## config.mk

```make
export PLATFORM = sky130hd
export DESIGN_NAME = pc_fetch_unit
export DESIGN_NICKNAME = d
export VERILOG_FILES = /design/src/rtl/cpu_pkg.sv /design/src/rtl/branch_target_adder.sv /design/src/rtl/pc_fetch_unit.sv
export SDC_FILE = /design/constraint.sdc
export NUM_CORES = 1
export LEC_CHECK = 0
export CORE_ASPECT_RATIO = 1.4
export CORE_MARGIN = 1
export CORE_UTILIZATION = 50
export DETAILED_ROUTE_END_ITERATION = 7
export DONT_BUFFER_PORTS = 1
export GPL_TIMING_DRIVEN = 1
export PLACE_DENSITY = 0.67
export SLEW_MARGIN = 10
export SYNTH_ARGS = -nofsm -noshare
export SYNTH_HDL_FRONTEND = slang
export SYNTH_SLANG_ARGS = --single-unit
export TNS_END_PERCENT = 30
```

## constraint.sdc

```tcl
create_clock -name CLK -period 4.75 [get_ports CLK]
set_input_delay 0 -clock CLK [delete_from_list [all_inputs] [get_ports CLK]]
set_output_delay 0 -clock CLK [all_outputs]
set_load 0.1 [all_outputs]
```

## src/rtl/cpu_pkg.sv

```systemverilog
// Shared definitions for the processor front end.
//   - opcode constants seen by the decoder
//   - instruction field bit positions
//   - fetch state encoding
//   - helper that turns an RD word offset into a signed 32-bit byte offset
package cpu_pkg;

  localparam logic [7:0] OP_ADD   = 8'd0;
  localparam logic [7:0] OP_SUB   = 8'd1;
  localparam logic [7:0] OP_AND   = 8'd2;
  localparam logic [7:0] OP_OR    = 8'd3;
  localparam logic [7:0] OP_J     = 8'd4;
  localparam logic [7:0] OP_BEQ   = 8'd5;
  localparam logic [7:0] OP_MOV   = 8'd6;
  localparam logic [7:0] OP_LOADI = 8'd7;

  localparam int OPCODE_MSB = 31;
  localparam int OPCODE_LSB = 24;
  localparam int RD_MSB     = 23;
  localparam int RD_LSB     = 16;
  localparam int RT_MSB     = 15;
  localparam int RT_LSB     = 8;
  localparam int RS_MSB     = 7;
  localparam int RS_LSB     = 0;

  localparam logic [1:0] ST_IDLE   = 2'd0;
  localparam logic [1:0] ST_FETCH  = 2'd1;
  localparam logic [1:0] ST_DECODE = 2'd2;
  localparam logic [1:0] ST_EXEC   = 2'd3;

  // Sign-extend an 8-bit word offset and scale it to bytes (x4).
  function automatic logic [31:0] word_offset_to_bytes(input logic [7:0] rd);
    return {{22{rd[7]}}, rd, 2'b00};
  endfunction

endpackage

```

## src/rtl/branch_target_adder.sv

```systemverilog
// Combinational next-PC candidates.
//   pc     : current program counter
//   rd     : signed word offset from the instruction's RD field
//   pc4    : pc + 4 (sequential successor, 32-bit wrap)
//   target : pc4 + sign_extend(rd) * 4 (32-bit wrap)
module branch_target_adder
  import cpu_pkg::*;
(
  input  logic [31:0] pc,
  input  logic [7:0]  rd,
  output logic [31:0] pc4,
  output logic [31:0] target
);

  logic [31:0] pc4_s;

  // Sequential successor and relative branch/jump destination.
  always_comb begin
    pc4_s  = pc + 32'd4;
    pc4    = pc4_s;
    target = pc4_s + word_offset_to_bytes(rd);
  end

endmodule

```

## src/rtl/pc_fetch_unit.sv

```systemverilog
// Instruction-side front end: owns the PC, fetches a 32-bit word over a
// read/busywait handshake, splits it into decoder fields and picks the next
// PC from the decoder's jump/branch signals and the ALU zero flag.
// Ports:
//   CLK, RESET (async, active-low)
//   IREAD / IADDRESS / IREADDATA / IBUSYWAIT : instruction memory handshake
//   OPCODE / RD / RT / RS / INSTR_VALID      : latched instruction fields
//   BEQSIGNAL / JSIGNAL / ZERO               : branch resolution inputs
//   DBUSYWAIT                                : data memory busy, holds EXEC
//   PC                                       : current program counter
module pc_fetch_unit
  import cpu_pkg::*;
#(
  parameter logic [31:0] RESET_PC      = 32'd0,
  parameter int          IADDR_WIDTH   = 8,
  parameter int          DECODE_CYCLES = 1
) (
  input  logic                   CLK,
  input  logic                   RESET,
  output logic                   IREAD,
  output logic [IADDR_WIDTH-1:0] IADDRESS,
  input  logic [31:0]            IREADDATA,
  input  logic                   IBUSYWAIT,
  output logic [7:0]             OPCODE,
  output logic [7:0]             RD,
  output logic [7:0]             RT,
  output logic [7:0]             RS,
  output logic                   INSTR_VALID,
  input  logic                   BEQSIGNAL,
  input  logic                   JSIGNAL,
  input  logic                   ZERO,
  input  logic                   DBUSYWAIT,
  output logic [31:0]            PC
);

  localparam logic [3:0] DECODE_LAST = 4'(DECODE_CYCLES - 1);

  logic [1:0]  state_r;
  logic [3:0]  decode_cnt_r;
  logic [31:0] pc_r;
  logic        iread_r;
  logic        instr_valid_r;
  logic [7:0]  opcode_r;
  logic [7:0]  rd_r;
  logic [7:0]  rt_r;
  logic [7:0]  rs_r;

  logic [31:0] pc4_s;
  logic [31:0] target_s;
  logic [31:0] next_pc_s;

  branch_target_adder u_bta (
    .pc     (pc_r),
    .rd     (rd_r),
    .pc4    (pc4_s),
    .target (target_s)
  );

  // Next-PC selection; a jump wins over a taken branch.
  always_comb begin
    next_pc_s = pc4_s;
    if (JSIGNAL) begin
      next_pc_s = target_s;
    end else if (BEQSIGNAL && ZERO) begin
      next_pc_s = target_s;
    end else begin
      next_pc_s = pc4_s;
    end
  end

  // Fetch/decode/execute sequencer with PC and instruction field registers.
  always_ff @(posedge CLK or negedge RESET) begin
    if (!RESET) begin
      state_r       <= ST_IDLE;
      decode_cnt_r  <= 4'd0;
      pc_r          <= RESET_PC;
      iread_r       <= 1'b0;
      instr_valid_r <= 1'b0;
      opcode_r      <= 8'd0;
      rd_r          <= 8'd0;
      rt_r          <= 8'd0;
      rs_r          <= 8'd0;
    end else begin
      case (state_r)
        ST_IDLE: begin
          state_r <= ST_FETCH;
          iread_r <= 1'b1;
        end
        ST_FETCH: begin
          // Request stays asserted with a stable address until memory answers.
          if (!IBUSYWAIT) begin
            opcode_r      <= IREADDATA[OPCODE_MSB:OPCODE_LSB];
            rd_r          <= IREADDATA[RD_MSB:RD_LSB];
            rt_r          <= IREADDATA[RT_MSB:RT_LSB];
            rs_r          <= IREADDATA[RS_MSB:RS_LSB];
            instr_valid_r <= 1'b1;
            iread_r       <= 1'b0;
            decode_cnt_r  <= DECODE_LAST;
            state_r       <= ST_DECODE;
          end else begin
            state_r <= ST_FETCH;
          end
        end
        ST_DECODE: begin
          if (decode_cnt_r == 4'd0) begin
            state_r <= ST_EXEC;
          end else begin
            decode_cnt_r <= decode_cnt_r - 4'd1;
          end
        end
        ST_EXEC: begin
          // A busy data memory freezes the whole instruction in place.
          if (!DBUSYWAIT) begin
            pc_r          <= next_pc_s;
            instr_valid_r <= 1'b0;
            iread_r       <= 1'b1;
            state_r       <= ST_FETCH;
          end else begin
            state_r <= ST_EXEC;
          end
        end
        default: begin
          state_r       <= ST_IDLE;
          iread_r       <= 1'b0;
          instr_valid_r <= 1'b0;
        end
      endcase
    end
  end

  assign IREAD       = iread_r;
  assign IADDRESS    = pc_r[IADDR_WIDTH+1:2];
  assign OPCODE      = opcode_r;
  assign RD          = rd_r;
  assign RT          = rt_r;
  assign RS          = rs_r;
  assign INSTR_VALID = instr_valid_r;
  assign PC          = pc_r;

endmodule

```

==> key figures, run 1 <==
Status
  – Outcome: finished clean

Synth
  – Synthesized instance count: 615
  – Post-synthesis register bit count: 70
  – Post-Synthesis Cell Area: 0.005419 mm2
  – Sequential fraction of the synthesis area: 0.3233
  – EDFF count, synth: 0
  – Unique masters post-synth: 71
  – Flip-flop cell with the highest count after synthesis: sky130_fd_sc_hd__dfrtp_1
  – Async S/R FF share, synth: 1.000
  – Total number of yosys warnings: 0
  – Synth Area per Inst: 8.811 um2

Timing
  – Final worst hold slack: 0.1626 ns
  – Part of the cycle the worst path needs: 0.8222
  – Final hold violation count: 0
  – Fmax: roughly 260 MHz
  – Worst setup slack after layout: about 0.84 ns
  – Summed negative setup slack over all endpoints: 0 ns
  – Time the final worst path needs with I/O delays and setup: around 4 ns
  – Post-route clock skew: approximately 0.013 ns
  – Worst-Margin Slew: 1.034 ns
  – Setup repair after global routing missed its margin: no
  – Final count of pins violating max slew: 0
  – Slew headroom: 0.3105
  – Final-report setup violation count: 0

Clocking
  – Hold-fix buffers, CTS: 36
  – Number of levels the H-tree was split into: 3
  – Number of gates resized after CTS: 0
  – Source-to-sink clock delay at the later pin of the worst-skew pair: 0.35 ns
  – Max clock buf depth: 2
  – Cell at the root of the clock tree: sky130_fd_sc_hd__clkbuf_16
  – TritonCTS buffer count: 9
  – Clock tree from TritonCTS: done
  – Number of buffers inserted by post-CTS setup repair: 0
  – Clock Pin Slew Worst Setup and Hold Paths: 0.07 ns
  – TritonCTS sink count: 70

Layout
  – Area Overhead vs Synth: 17.36%
  – Final-layout fill cell count: 906
  – Commonest non-fill, non-tap cells in the layout: 61 x sky130_fd_sc_hd__dfrtp_1, 57 x sky130_fd_sc_hd__a21oi_1, 56 x sky130_fd_sc_hd__nor2_1
  – Register cell area after layout: 0.001763 mm2
  – Most frequent standard cell in the layout excluding fill and tap cells: sky130_fd_sc_hd__dfrtp_1
  – Multi-input gate area in the final layout: 0.003408 mm2
  – Net total in the final layout: 743
  – Share of the core filled with cells in the final layout: 0.6080
  – Antenna diodes: 0
  – Share of final-layout standard cells stronger than drive strength 1: 0.1704

Global routing
  – Number of antenna violations at the first check in global routing: 0
  – Largest net degree at the start of global routing: 71
  – Combined global-route utilization of all metal layers: 0.2750
  – GRT overflow: 0
  – Via count of the first global-routing pass: 5053
  – Global-route wire length before repair: 24700 um

Drt
  – Iteration-0 DRC count of the detailed router: about 350
  – Post-route ant nets: 0
  – Routed wirelength normalized by instance count: approximately 19 um
  – DR pass1 iterations: 7
  – Mean number of vias per cell: 6.097
  – DRC violations left: 0
  – Total length of routed wires: 15150 um
  – Via count: 4920

Placement
  – Final weighted congestion in routability-driven placement: 0.9069
  – Detailed placer's ending HPWL: around 11000 um
  – Buffers on Ports: 0
  – Pre-CTS setup slack: 0.9237 ns

Setup path
  – Data arrival time of the critical path: 4.16 ns
  – Endpoint required time on the critical path: 5.01 ns
  – Kind of start point of the critical path: flop
  – Worst-path fanout max: 6
  – Worst Setup End Kind: flop
  – Start-to-end type of the worst setup path: reg -> reg

Floorplan
  – Die width: 89.99 um
  – Number of standard-cell rows in the floorplan: between 40 and 50
  – Core area: 0.01046 mm2
  – Effective utilization at floorplan: 0.5181
  – Number of I/O pins: 113
  – DIE HEIGHT: 125.2 um
  – Area enclosed by the die boundary: 0.01126 mm2

Min path
  – Min-Delay Path Class: in -> reg

Job
  – Number of maximum-capacitance constraint violations: 0
## synth_stat cells, drive strengths merged (2+ instances only)
library cell  number  area [um2]
dfrtp             70        1752
a21oi             58       290.3
nor2              57       216.5
nand2             55       206.5
ha                39       488.0
o21ai             37       188.9
xnor2             33       289.0
mux2              31       349.1
nand3             20       105.1
xor2              19       166.4
a21o              18       135.1
clkbuf            18       75.07
nor3              17       90.09
buf               16       128.9
inv               15       56.30
nand4             12       75.07
and3              10       70.06
a31oi              8       50.05
o22ai              8       50.05
a211oi             7       57.55
or3                7       43.79
or2                5       31.28
o21a               4       30.03
o31ai              4       48.79
and2               3       18.77
and4               3       28.78
o211ai             3       22.52
o21bai             3       22.52
a2111oi            2       36.29
a221oi             2       17.52
mux2i              2       20.02
nand2b             2       12.51
nor2b              2       12.51
nor3b              2       15.01
or4                2       18.77
## final cells by class
class | count | share of cell area
flip-flops and latches | 70 | 0.2772
repair buffers | 72 | 0.1019
clock buffers | 12 | 0.04033
inverters | 15 | 0.008853
well taps | 138 | 0.02715
clock inverters | 4 | 0.008656
multi-input cells | 496 | 0.5359
## sequential cells by signal, indices dropped and copies added (netlist names)
signal	count
RT	8
PC	30
IREAD	1
OPCODE	8
state_r	2
RS	8
RD	8
decode_cnt_r	4
INSTR_VALID	1
## through the flow
step | cells | instance area [um2]
after floorplan | 616 | 5423
after global placement | 755 | 5670
after detailed placement | 755 | 5670
final | 807 | 6360
after global routing | 807 | 6360
after CTS | 807 | 6360
## per-layer routing
metal | up-vias | wire length (um) | global-route usage
li1 | 2317 | - | -
met1 | 2383 | 5821 | 0.2947
met2 | 185 | 8031 | 0.5213
met3 | 35 | 819 | 0.05170
met4 | 0 | 482 | 0.1186
met5 | - | 0 | 0
## critical path, cell delays in order, from the launching register on
cell                       delay, ns
sky130_fd_sc_hd__dfrtp_2        0.42
sky130_fd_sc_hd__buf_4          0.52
sky130_fd_sc_hd__inv_1          0.13
sky130_fd_sc_hd__ha_1           0.28
sky130_fd_sc_hd__fa_1           0.47
sky130_fd_sc_hd__a211oi_2       0.23
sky130_fd_sc_hd__nor2_2         0.10
sky130_fd_sc_hd__o311a_1        0.41
sky130_fd_sc_hd__o311ai_2       0.46
sky130_fd_sc_hd__a211o_1        0.20
sky130_fd_sc_hd__o211ai_1       0.12
sky130_fd_sc_hd__xor2_1         0.17
sky130_fd_sc_hd__nand2_1        0.08
sky130_fd_sc_hd__a31oi_1        0.21
## final timing paths
| check | start | to | slack [ns] | cells past startpoint |
|---|---|---|---|---|
| max in group asynchronous | RESET | PC[8] | 4.24 | 2 |
| hold reg to reg | decode_cnt_r[0] | decode_cnt_r[0] | 0.54 | 1 |
| setup reg to reg | PC[2] | PC[28] | 0.84 | 13 |
| hold / removal | JSIGNAL | PC[3] | 0.16 | 4 |
| min in group asynchronous | RESET | PC[29] | 0.20 | 2 |
| setup / recovery | PC[2] | PC[28] | 0.84 | 13 |
## cell families after synthesis
kind of cell,share of synthesized area
mux,0.06811
fa+ha+maj,0.09374
xor+xnor,0.08405
other cells,0.0006920
buf+inv,0.05010
flops,0.3233
compound gates,0.2000
simple gates,0.1801
Power of run 1 is not shown: default switching activity piles up to over one toggle a cycle in this logic, so the estimate is an artifact.
==> run 2: changes to the inputs <==
- clock period: 4.75 -> 4 ns (I/O delays scaled with it)
==> run 2 against run 1 <==
Register-to-register slack got worse by 0.69 ns. Die area unchanged. Non-clock buffer count is 14 higher. Critical path type unchanged. Highest routed layer unchanged.
==> key figures, run 2 (synthesis results as in run 1) <==
Status
  – Outcome: finished clean

Layout
  – Commonest non-fill, non-tap cells in the layout: 57 x sky130_fd_sc_hd__a21oi_1, 56 x sky130_fd_sc_hd__nor2_1, 55 x sky130_fd_sc_hd__nand2_1
  – Share of final-layout standard cells stronger than drive strength 1: 0.2020
  – Filler-free cell count of the finished design: a little over 800
  – Number of flip-flops under the largest register name: 30
  – Area Overhead vs Synth: 20.66%
  – Final-layout fill cell count: 889
  – Net total in the final layout: 757
  – Most frequent standard cell in the layout excluding fill and tap cells: sky130_fd_sc_hd__a21oi_1
  – Antenna diodes: 0

Drt
  – Post-route ant nets: 0
  – Routed wirelength normalized by instance count: 18.75 um
  – DR pass1 iterations: 5
  – Via count: approximately 5000
  – Total length of routed wires: around 15000 um
  – DRC violations left: 0
  – Iteration-0 DRC count of the detailed router: 358
  – Mean number of vias per cell: 6.180

Job
  – Number of maximum-capacitance constraint violations: 0

Placement
  – Detailed placer's ending HPWL: approximately 11000 um
  – Pre-CTS setup slack: ~0.15 ns
  – Buffers on Ports: 0
  – Final weighted congestion in routability-driven placement: 0.9859
  – Number of placed instances, taps included: 766

Timing
  – Post-route clock skew: 0.009484 ns
  – Final hold violation count: 0
  – Part of the cycle the worst path needs: 0.9618
  – Slew headroom: 0.3765
  – Fmax: approximately 260 MHz
  – Setup repair after global routing missed its margin: no
  – Time the final worst path needs with I/O delays and setup: 3.847 ns
  – Worst setup slack after layout: 0.1528 ns
  – Final count of pins violating max slew: 0
  – Worst-Margin Slew: 0.9352 ns
  – Final-report setup violation count: 0

Clocking
  – TritonCTS buffer count: 9
  – TritonCTS sink count: 70
  – Clock Pin Slew Worst Setup and Hold Paths: approximately 0.07 ns
  – Cell at the root of the clock tree: sky130_fd_sc_hd__clkbuf_16
  – Source-to-sink clock delay at the later pin of the worst-skew pair: 0.34 ns
  – Number of levels the H-tree was split into: 3
  – Max clock buf depth: 2
  – Clock tree from TritonCTS: done

Floorplan
  – DIE HEIGHT: 125.2 um
  – Number of standard-cell rows in the floorplan: between 40 and 50
  – Area enclosed by the die boundary: 0.01126 mm2
  – Die width: around 90 um
  – Core area: ~0.010 mm2
  – Number of I/O pins: 113
  – Effective utilization at floorplan: 0.5181

Setup path
  – Kind of start point of the critical path: flop
  – Data arrival time of the critical path: 4.03 ns
  – Start-to-end type of the worst setup path: reg -> reg
  – Worst Setup End Kind: flop
  – Endpoint required time on the critical path: 4.19 ns
  – Worst-path fanout max: 5

Global routing
  – Combined global-route utilization of all metal layers: 0.2823
  – Via count of the first global-routing pass: between 5000 and 6000
  – GRT overflow: 0
  – Number of antenna violations at the first check in global routing: 0
  – Largest net degree at the start of global routing: 71
  – Global-route wire length before repair: ~25000 um

Min path
  – Min-Delay Path Class: in -> reg
run 2: changes by cell type in the layout (fill, tap and decap cells not counted), moves of 2 or more:
cell	previous run	this run
sky130_fd_sc_hd__buf_4	36	45
sky130_fd_sc_hd__clkbuf_8	2	0
sky130_fd_sc_hd__dfrtp_2	9	19
sky130_fd_sc_hd__dfrtp_1	61	51
sky130_fd_sc_hd__bufinv_16	1	3
sky130_fd_sc_hd__dlygate4sd3_1	35	38
run 2: worst max-delay path: stages (launching register included):
cell                       delay (ns)
sky130_fd_sc_hd__dfrtp_2         0.36
sky130_fd_sc_hd__and3_4          0.22
sky130_fd_sc_hd__and4_4          0.24
sky130_fd_sc_hd__nand3_1         0.12
sky130_fd_sc_hd__or3_1           0.47
sky130_fd_sc_hd__xnor2_1         0.18
sky130_fd_sc_hd__ha_1            0.25
sky130_fd_sc_hd__or3_1           0.36
sky130_fd_sc_hd__o32ai_1         0.37
sky130_fd_sc_hd__nand3b_1        0.12
sky130_fd_sc_hd__a21oi_1         0.33
sky130_fd_sc_hd__o211ai_1        0.17
sky130_fd_sc_hd__nand4_1         0.13
sky130_fd_sc_hd__mux2i_1         0.26
sky130_fd_sc_hd__xnor2_1         0.10
run 2: final timing paths:
path	from	end	slack, ns	depth (start not counted)
max	PC[15]	PC[31]	0.15	14
min	ZERO	PC[3]	0.06	3
min in group asynchronous	RESET	PC[17]	0.24	2
max reg2reg	PC[15]	PC[31]	0.15	14
min reg2reg	decode_cnt_r[3]	decode_cnt_r[3]	0.55	2
max in group asynchronous	RESET	PC[9]	3.45	2
run 2: layout make-up:
type	instances	area, um2	area share
well taps	138	172.7	0.02641
multi-input cells	496	3417	0.5226
clock buffers	9	225.2	0.03444
flip-flops and latches	70	1775	0.2715
repair buffers	86	772.0	0.1181
inverters	15	56.30	0.008611
clock inverters	7	120.1	0.01837
run 2: timing repair:
action / CTS / global route
setup buffers: 0 / 0
setup endpoints to repair: 0 / 3
hold buffers: 39 / 0
resized for setup: 0 / 6
endpoints found under the hold margin: 106 / 0
run 2: layer usage:
| metal | vias to the layer above | global-route usage | share of wire |
|---|---|---|---|
| li1 | 2335 | - | - |
| met1 | 2408 | 0.2986 | 0.37 |
| met2 | 264 | 0.5054 | 0.51 |
| met3 | 67 | 0.05353 | 0.068 |
| met4 | 0 | 0.1926 | 0.051 |
| met5 | - | 0 | 0 |
run 2: stage by stage:
step / area [um2] / hold slack, ns / setup TNS [ns] / util
6_report: 6539 / 0.06179 / 0 / 0.6251
5_1_grt: 6539 / 0.09762 / 0 / 0.6251
4_1_cts: 6519 / 0.06137 / 0 / 0.6232
3_5_place_dp: 5766 / -0.2942 / 0 / 0.5512
3_3_place_gp: 5766 / -0.2938 / 0 / 0.5512
2_1_floorplan: 5443 / -0.2956 / -0.005243 / -
Power of run 2 is left out for the same reason.
==> run 3: changes to the inputs <==
- SYNTH_HIERARCHICAL: unset -> 1
==> run 3 against run 2 <==
Register-to-register slack better by 0.097 ns. Via count down 14%. Critical endpoint is now PC[28]. Flip-flop and latch count up 2. Non-clock buffer count down 2. Global-route usage down 4.6 points. First-iteration DRC count down 45%. Count of clock-buffer cells in the layout unchanged. Die area up 0.16%. Utilization down 1.0 points. Critical path type unchanged.
==> key figures, run 3 <==
Placement
  – Detailed placer's ending HPWL: 9377 um
  – Number of placed instances, taps included: 710
  – Final weighted congestion in routability-driven placement: 0.9595
  – Buffers on Ports: 0

Synth
  – Post-synth top area cell: sky130_fd_sc_hd__dfrtp_1
  – Synthesized instance count: roughly 560
  – Largest cells by area after synthesis: sky130_fd_sc_hd__dfrtp_1 33%, sky130_fd_sc_hd__ha_1 8.1%, sky130_fd_sc_hd__mux2_4 7.7%
  – Synth Area per Inst: 9.727 um2
  – Top cell type's share of synthesized area: 0.3320
  – Unique masters post-synth: 57
  – Post-Synthesis Cell Area: 0.005428 mm2
  – Post-synthesis register bit count: 72
  – EDFF count, synth: 0
  – Async S/R FF share, synth: 1.000
  – Most instantiated cells after synthesis: 72 x sky130_fd_sc_hd__dfrtp_1, 64 x sky130_fd_sc_hd__nand2_1, 40 x sky130_fd_sc_hd__xnor2_1, 36 x sky130_fd_sc_hd__o21ai_0, 35 x sky130_fd_sc_hd__ha_1
  – Number of nets in the synthesized netlist: 633
  – Top-count cell post-synth: sky130_fd_sc_hd__dfrtp_1
  – Sequential fraction of the synthesis area: 0.3320
  – Flip-flop cell with the highest count after synthesis: sky130_fd_sc_hd__dfrtp_1
  – Total number of yosys warnings: 6

Timing
  – Summed negative setup slack over all endpoints: 0 ns
  – Post-route clock skew: 0.008684 ns
  – Final hold violation count: 0
  – Slew headroom: 0.3269
  – Time the final worst path needs with I/O delays and setup: about 3.7 ns
  – Worst-Margin Slew: 1.010 ns
  – Final count of pins violating max slew: 0
  – Part of the cycle the worst path needs: 0.9375
  – Fmax: 266.7 MHz
  – Setup repair after global routing missed its margin: no
  – Final-report setup violation count: 0

Min path
  – Min-Delay Path Class: in -> reg

Drt
  – Total length of routed wires: 12920 um
  – Iteration-0 DRC count of the detailed router: roughly 200
  – Routed wirelength normalized by instance count: 16.93 um
  – Post-route ant nets: 0
  – Mean number of vias per cell: 5.718
  – DR pass1 iterations: 4
  – Via count: 4363
  – DRC violations left: 0

Clocking
  – Number of levels the H-tree was split into: 3
  – Clock tree from TritonCTS: done
  – TritonCTS buffer count: 9
  – Cell at the root of the clock tree: sky130_fd_sc_hd__clkbuf_16
  – Number of buffers inserted by post-CTS setup repair: 0
  – Max clock buf depth: 2
  – TritonCTS sink count: 72
  – Clock Pin Slew Worst Setup and Hold Paths: 0.07 ns
  – Source-to-sink clock delay at the later pin of the worst-skew pair: between 0.3 and 0.4 ns

Setup path
  – Start-to-end type of the worst setup path: reg -> reg
  – Data arrival time of the critical path: 4.02 ns
  – Endpoint required time on the critical path: between 4 and 5 ns
  – Top Family by Delay on Critical Path: compound AO/OA/AOI/OAI gates
  – Worst path max stage delay: a little over 0.5 ns
  – Slowest cell on the critical path: sky130_fd_sc_hd__buf_4
  – Kind of start point of the critical path: flop
  – Cells along the critical path: buf_4, inv_1, ha_1, fa_1, a21oi_1, nor2_1, o31ai_1, a31oi_1, o21ai_1, a41oi_1, a211oi_1, mux2i_1, o21ai_1
  – Worst Setup End Kind: flop
  – Most used cell, CP: sky130_fd_sc_hd__o21ai_1
  – Worst-path fanout max: 5
  – Worst path bufs/invs: 2

Global routing
  – Number of antenna violations at the first check in global routing: 0
  – GRT overflow: 0
  – Via count of the first global-routing pass: 4418
  – Combined global-route utilization of all metal layers: 0.2358
  – Global-route wire length before repair: 21380 um
  – Largest net degree at the start of global routing: 73

Layout
  – Antenna diodes: 0
  – Net total in the final layout: 695
  – Commonest non-fill, non-tap cells in the layout: 64 x sky130_fd_sc_hd__nand2_1, 58 x sky130_fd_sc_hd__dfrtp_1, 47 x sky130_fd_sc_hd__buf_4
  – Filler-free cell count of the finished design: 763
  – Most frequent standard cell in the layout excluding fill and tap cells: sky130_fd_sc_hd__nand2_1
  – Share of final-layout standard cells stronger than drive strength 1: 0.1936
  – Area Overhead vs Synth: 18.46%
  – Share of the core filled with cells in the final layout: 0.6147
  – Number of flip-flops under the largest register name: 32

Floorplan
  – Area enclosed by the die boundary: 0.01128 mm2
  – Number of I/O pins: 113
  – Number of standard-cell rows in the floorplan: 44
  – Core area: about 0.010 mm2
  – DIE HEIGHT: 125.3 um
  – Die width: between 90 and 100 um
  – Effective utilization at floorplan: 0.5189

Status
  – Outcome: finished clean

Job
  – Number of maximum-capacitance constraint violations: 0
==> run 3: cell types whose count changed after synthesis, moves of 7 or more <==
| cell | delta |
|---|---|
| sky130_fd_sc_hd__o21ai_1 | +14 |
| sky130_fd_sc_hd__nor3_1 | -8 |
| sky130_fd_sc_hd__nand2_1 | +9 |
| sky130_fd_sc_hd__a21oi_1 | -27 |
| sky130_fd_sc_hd__mux2_2 | -26 |
| sky130_fd_sc_hd__a21o_1 | -10 |
| sky130_fd_sc_hd__clkbuf_1 | -10 |
| sky130_fd_sc_hd__or3_1 | -7 |
| sky130_fd_sc_hd__mux2i_1 | +31 |
| sky130_fd_sc_hd__nor2_1 | -33 |
| sky130_fd_sc_hd__xnor2_1 | +7 |
| sky130_fd_sc_hd__mux2_4 | +28 |
==> run 3: what timing repair did <==
item                                    4_1_cts  5_1_grt
endpoints found under the hold margin       106        0
gates resized for setup                       0        0
endpoints found under the setup margin        0        0
hold buffers                                 37        0
==> run 3: metrics by stage <==
stage          setup slack, ns  hold WS (ns)  area [um2]
6_report                0.2500       0.03044        6430
5_1_grt               0.005077       0.03590        6430
4_1_cts                 0.2718       0.02757        6430
3_5_place_dp            0.2901       -0.2939        5733
3_3_place_gp            0.3302       -0.2938        5733
2_1_floorplan         0.005387       -0.2956        5443
==> run 3: cell type report <==
class	count	area [um2]
fill	877	4030
multi-input combinational	440	3339
sequential	72	1819
timing repair buffer	84	740.7
clock buffer	9	225.2
tap	138	172.7
clock inverter	7	83.83
inverter	13	48.80
==> run 3: path summary, 6_finish.rpt <==
check | slack [ns] | to | depth (start not counted) | from
min in group asynchronous | 0.18 | RS[5] | 2 | RESET
hold reg to reg | 0.53 | decode_cnt_r[0] | 1 | decode_cnt_r[0]
max in group asynchronous | 3.48 | PC[17] | 2 | RESET
setup reg to reg | 0.25 | PC[28] | 13 | PC[2]
setup / recovery | 0.25 | PC[28] | 13 | PC[2]
hold / removal | 0.03 | decode_cnt_r[2] | 2 | IBUSYWAIT
==> run 3: kinds of logic (layout without fill, tap and decap cells) <==
group                      after synthesis  after routing  synth area share
AOI/OAI and AO/OA                      130            130            0.1452
xor gates and xnor gates                54             54           0.08852
adders and majority gates               36             36           0.08437
buffers and inverters                   46            113           0.05417
DFF                                     72             72            0.3320
muxes                                   66             66            0.1487
and+or+nand+nor                        154            154            0.1471
==> run 3: per-layer routing <==
layer	track usage	up-vias	share of wire
met2	0.4306	115	0.52
met3	0.05414	21	0.048
met4	0.09013	0	0.025
met5	0	-	0
met1	0.2639	2105	0.40
li1	-	2122	-
Power of run 3 is left out for the same reason.
